===== src/rtl/tail_light_seq.sv =====
// Sequential "walking" turn-signal and hazard controller for 2*LAMPS_PER_SIDE tail lamps,
// with a free-running step prescaler that sets the animation rate.
module tail_light_seq #(
    parameter int unsigned LAMPS_PER_SIDE = 3,
    parameter int unsigned STEP_DIV       = 1
) (
    input  logic                          clk,
    input  logic                          reset,
    input  logic                          left,
    input  logic                          right,
    input  logic                          hazard,
    output logic [2*LAMPS_PER_SIDE-1:0]   y,
    output logic                          active
);

    localparam int unsigned N  = LAMPS_PER_SIDE;
    localparam int unsigned CW = (STEP_DIV > 1) ? $clog2(STEP_DIV) : 1;
    localparam int unsigned SW = $clog2(N + 1);

    // Lk/Rk are represented as a direction mode plus the current step index k.
    typedef enum logic [1:0] {
        MODE_IDLE,
        MODE_LEFT,
        MODE_RIGHT,
        MODE_HAZ
    } mode_e;

    mode_e           mode;
    mode_e           mode_next;
    logic [SW-1:0]   step;
    logic [SW-1:0]   step_next;
    logic [CW-1:0]   count;
    logic            tick;
    logic [2*N-1:0]  y_next;
    logic            active_next;

    assign tick = (count == CW'(STEP_DIV - 1));

    // State register; outputs are registered alongside from the decoded next state.
    always_ff @(posedge clk) begin
        if (reset) begin
            count  <= '0;
            mode   <= MODE_IDLE;
            step   <= '0;
            y      <= '0;
            active <= 1'b0;
        end else begin
            count  <= tick ? '0 : count + CW'(1);
            mode   <= mode_next;
            step   <= step_next;
            y      <= y_next;
            active <= active_next;
        end
    end

    // Next-state logic: transitions only on a prescaler tick.
    always_comb begin
        mode_next = mode;
        step_next = step;
        if (tick) begin
            case (mode)
                MODE_IDLE: begin
                    if (hazard || (left && right)) begin
                        mode_next = MODE_HAZ;
                        step_next = '0;
                    end else if (left) begin
                        mode_next = MODE_LEFT;
                        step_next = SW'(1);
                    end else if (right) begin
                        mode_next = MODE_RIGHT;
                        step_next = SW'(1);
                    end
                end
                MODE_LEFT, MODE_RIGHT: begin
                    if ((step == SW'(N)) || hazard) begin
                        mode_next = MODE_IDLE;
                        step_next = '0;
                    end else begin
                        step_next = step + SW'(1);
                    end
                end
                default: begin
                    mode_next = MODE_IDLE;
                    step_next = '0;
                end
            endcase
        end
    end

    // Lamp decode: lamp i counted from the inner edge lights when i < k.
    always_comb begin
        y_next      = '0;
        active_next = (mode_next != MODE_IDLE);
        for (int i = 0; i < int'(N); i++) begin
            case (mode_next)
                MODE_LEFT:  y_next[N + i]     = (32'(i) < 32'(step_next));
                MODE_RIGHT: y_next[N - 1 - i] = (32'(i) < 32'(step_next));
                MODE_HAZ: begin
                    y_next[N + i]     = 1'b1;
                    y_next[N - 1 - i] = 1'b1;
                end
                default: ;
            endcase
        end
    end

endmodule

===== config.mk =====
export PLATFORM = sky130hd
export DESIGN_NAME = tail_light_seq
export DESIGN_NICKNAME = d
export VERILOG_FILES = /design/src/rtl/tail_light_seq.sv
export SDC_FILE = /design/constraint.sdc
export NUM_CORES = 1
export LEC_CHECK = 0
export ABC_AREA = 1
export BUFFER_PORTS_ARGS = -buffer_cell sky130_fd_sc_hd__buf_2
export CAP_MARGIN = 10
export CORE_AREA = 2 2 39 41
export CTS_CLUSTER_SIZE = 12
export DETAILED_ROUTE_END_ITERATION = 8
export DIE_AREA = 0 0 41 43
export PLACE_DENSITY = 0.69
export SLEW_MARGIN = 20
export SYNTH_ARGS = -nofsm -noshare
export SYNTH_HDL_FRONTEND = slang
export SYNTH_SLANG_ARGS = --single-unit
export TNS_END_PERCENT = 50

===== constraint.sdc =====
create_clock -name clk -period 2.04 [get_ports clk]
set_clock_uncertainty 0.2 [all_clocks]
set_input_delay 0.408 -clock clk [delete_from_list [all_inputs] [get_ports clk]]
set_output_delay 0.408 -clock clk [all_outputs]
set_load 0.02 [all_outputs]

* Word level (Yosys, flattened, before mapping)
Cells that the tools add are included.
Cells by class: $add $sub $neg 2, order comparisons 3, eq/ne operators 6, mux-type cells 18, bitwise operators 1, reduce and logical (&&, ||, !) cells 7
Operators with widths (count):
- 2-to-1 mux 2 bit | 10
- case mux 1 bit (2 select lines) | 6
- equality test 2 bit, second input constant | 4
- case mux 2 bit (2 select lines) | 2
- equality test 2 x 1 -> 1 bit, second input constant | 2
- less-than comparator 1 x 2 -> 1 bit, first input constant | 2
- OR reduction 2 bit | 2
- adder 2 x 1 -> 2 bit, second input constant | 1
- logical NOT 2 bit | 1
- logical OR 1 bit | 2
- less-than comparator 2 bit, first input constant | 1
- nonzero test 2 bit | 1
- adder 1 bit, second input constant | 1
- logical AND 1 bit | 1
- NOT 1 bit | 1
Storage, ports and cells: flip-flop bits (word level) 12, bits of input ports 5, output and inout port bits 7

* Depth between registers and ports, before layout
depth after elaboration 7, depth in mapped cells 10

* Worst setup path before layout
OpenSTA, ideal clock, no wires.
path kind register to register, start register mode[0], end register y[2], library setup time 0.114 ns, arrival 1.277 ns, data required time 1.726 ns, setup slack 0.449 ns, cell stages (with the launch flop) 9, buffers on the path 0, clock period less this slack 1.591 ns, path through dfxtp_1 -> inv_1 -> ha_1 -> nand3_1 -> nand2_1 -> a21boi_1 -> nand2_1 -> nand2_2 -> nand2_1
On the way: cells in the longest elaborated chain, start to end 7, elaborated cells between the ends (all ways) 16, those cells by class order compare: 1; eq/ne: 4; mux: 9; reduce/logical: 2
RTL lines:
- start: declaration | RTL line 28 | mode_e mode;
- start signal: assignment | RTL line 49 | mode <= mode_next;
- 2-to-1 mux 2 bit | RTL line 69 | end else if (right) begin
- 2-to-1 mux 2 bit | RTL line 66 | end else if (left) begin
- 2-to-1 mux 2 bit | RTL line 63 | if (hazard || (left && right)) begin
- case mux 2 bit (2 select lines) | RTL line 61 | case (mode)
- 2-to-1 mux 2 bit | RTL line 60 | if (tick) begin
- equality test 2 bit | RTL line 95 | case (mode_next)
- case mux 1 bit (2 select lines) (*) | RTL line 95
- end signal: assignment | RTL line 51 | y <= y_next;
- end: declaration | RTL line 12 | output logic [2*LAMPS_PER_SIDE-1:0] y,
Mark *: on every way between the ends. The rest lies on a longest branch, timed or not. A chain may end at the register's enable or synchronous reset.

* Final worst setup path
Same ends and word-level chain as after synthesis.

==> flow_summary.json <==
{
  "path_max_fanout": 5,
  "critical_path.n_buffers_inverters": 1,
  "critical_path.most_common_cell": "nand2_1",
  "synth_seq_area_share": 0.393,
  "max_stage_delay_ns": 0.41,
  "slowest_stage": "dfxtp_1",
  "mappedNetlistArea_um2": 612,
  "grt.total_usage": 0.157,
  "timing_max_transition_violations_final": 0,
  "timing.final.crit_period_ns": 1.75,
  "grt_max_degree": 8,
  "gr-total-overflow": 0,
  "worst-endpoint-arrival_ns": 1.72,
  "p_per_area_nw_per_um2": 792,
  "timing.rr.end": "y[2]",
  "setup_slack_ns": 0.288,
  "fp.dieArea_um2": 1760,
  "yosys-top-cells-count": "26 x nand2_1, 12 x dfxtp_1, 9 x inv_1, 9 x nor2_1",
  "postCtsHoldBufs": 0,
  "net_total_in_the_final_layout": 107,
  "synthMuxAreaShare": 0,
  "floorplan.rows": 14,
  "crit_path_start_kind": "flop",
  "synth_warnings": 0,
  "power_leakage_nw": 0.398,
  "setup_repair_after_global_routing_missed_its_margin": "false",
  "postCtsSetupRepairBufs": 0,
  "reg2reg_slack_ns": 0.29,
  "port-buffer-count": 11,
  "clk_transition_reported_paths_ns": 0.08,
  "min_path_type": "input port to flop",
  "worstHoldPathCells": 2,
  "dpl_worst_slack_ns": 0.304,
  "grt_pass1_wl_um": 1850,
  "path_delay_family": "flip-flops",
  "yosys.area_share.adder": 0.0613,
  "ys.flop_type": "dfxtp_1",
  "whs_endpoint": "mode[0]",
  "path_cells": "inv_1 > ha_1 > nand3_1 > nand2_1 > a21boi_1 > nand2_1 > nand2_2 > nand2_1",
  "floorplan.io_pins": 12,
  "drc": 0,
  "die_y_um": 43,
  "finalSetupViolations": 0,
  "rr_startpoint": "mode[0]",
  "critical_path_required_ns": 2.01,
  "synth_nets": 91,
  "routed_wl_um": 1100,
  "fillCellCount": 138,
  "detail_route.iter0.violations": 7,
  "clock_insertion_delay_at_the_later_pin_of_the_skew_report_ns": 0.27,
  "fp.coreArea_um2": 1380,
  "netlist_top_cells_area": "dfxtp_1 39%, nand2_1 16%, ha_1 6.1%",
  "synth_simple_gate_area_share": 0.372,
  "numCtsBuffers": 3,
  "hp-start": "reset",
  "synthesis_stage_register_bit_count": 12,
  "finalPower_w": 0.000573,
  "synth_compound_area_frac": 0.106,
  "firstDrtPassIters": 4,
  "setup_total_negative_slack_ns": 0,
  "antenna_violations_before_repair": 0,
  "cts-resized-gates": 0,
  "worst-setup-path-type": "flop to flop",
  "fraction_of_layout_cells_with_a_size_suffix_above_1": 0.286,
  "numClockSinks": 12,
  "yosys.cell_types.count": 17,
  "antenna-diode-count": 0,
  "detailroute.via_count": 523,
  "final_antenna_net_count": 0,
  "multi_input_logic_area_um2": 334,
  "max-vdd-ir-drop_mv": 0.402,
  "cts_tree": "yes",
  "die_w_um": 41,
  "setup.worst_path.end_class": "flop",
  "clock_tree.htree_level_count": 1,
  "final_hold_violating_endpoints": 0,
  "detail_route.wl_per_cell_um": 9.64,
  "area.sequential_um2": 240,
  "syn-mean-instance-area_um2": 7.37,
  "largest_family_of_logic_cells_by_synthesized_area": "simple AND/OR/NAND/NOR gates",
  "rr_worst_depth": 8,
  "post_synth_xor_xnor_area": 0,
  "final_gp_congestion": 0.812,
  "yosysMostFrequentCell": "nand2_1",
  "area.growth.synth_to_final_pct": 18.2,
  "status": "complete, no violations",
  "synthCells": 83,
  "synth_largest_type_area_fraction": 0.393,
  "start_util": 0.442,
  "ctsRootBufferMaster": "clkbuf_4",
  "drv_cap": 0,
  "period_share": 0.859,
  "post-synth-top-area-cell": "dfxtp_1",
  "viasPerCell": 4.59,
  "ctsLongestPathBuffers": 2,
  "number_of_enable_type_register_cells_in_the_synthesized_netlist": 0,
  "first_global_vias": 480,
  "max_freq_ghz": 0.571,
  "async_reset_ff_frac": 0,
  "detailed_place_hpwl_um": 878
}
## placed cells by master, fill, tap and decap left out
cell	n
nand2_1	26
dfxtp_1	12
buf_2	11
inv_1	9
nor2_1	9
nand3_1	5
nand2_2	5
nor2_2	3
ha_1	3
clkbuf_4	3
a21boi_1	2
a21oi_4	2
nor2_4	1
a21boi_0	1
nand3_2	1
inv_2	1
o21ai_1	1
a21oi_1	1
clkbuf_8	1
conb_1	1
## state kept, by name (all words and copies together), names as in the netlist
name / count
active: 1
y: 6
count: 1
mode: 2
step: 2
## kinds of logic after synthesis
logic type	Yosys count
buffers and inverters	10
flip-flops	12
other	1
AO/OA/AOI/OAI	7
adder cells (fa/ha/maj)	3
AND/OR/NAND/NOR	50
## metal layers
layer  vias to the layer above  GRT usage  part of all wire
met2                         9      0.238              0.46
met1                       228      0.191              0.48
li1                        284          -                 -
met5                         -          0                 0
met4                         0     0.0600            0.0091
met3                         2     0.0628             0.051
## worst max-delay path by stage
stage,startpoint,endpoint,slack (ns),cells past startpoint
2_1_floorplan,mode[0],y[2],0.45,8
3_3_place_gp,mode[0],y[2],0.35,8
3_5_place_dp,mode[0],y[2],0.30,8
4_1_cts,mode[0],y[2],0.29,8
5_1_grt,mode[0],y[2],0.15,8
6_report,mode[0],y[2],0.29,8
## worst register-to-register path, delay by kind of cell, from the launching register on
family / cells / cell delay, ns
flops: 1 / 0.41
simple gates: 5 / 0.41
fa+ha+maj: 1 / 0.35
compound gates: 1 / 0.22
buf+inv: 1 / 0.06
## area by class of cell
class,instances,share of cell area
Clock buffer,4,0.0502
Inverter,10,0.0519
Multi-Input combinational cell,61,0.462
Sequential cell,12,0.332
Tap cell,16,0.0277
Timing Repair Buffer,11,0.0761
## through the flow
step	utilization	hold WS (ns)	std cells	instance area, um2
final	0.523	0.211	114	723
after global routing	0.523	0.227	114	723
after global placement	0.496	0.434	110	687
after detailed placement	0.496	0.433	110	687
after floorplan	-	0.275	83	612
after CTS	0.523	0.215	114	723
## power by group
part / leakage (nW) / switching (W) / internal, W
sequential: 0.0983 / 0.0000106 / 0.000251
combinational: 0.278 / 0.0000825 / 0.0000433
clock: 0.0210 / 0.0000769 / 0.000108
(Power assumes the default switching activity.)
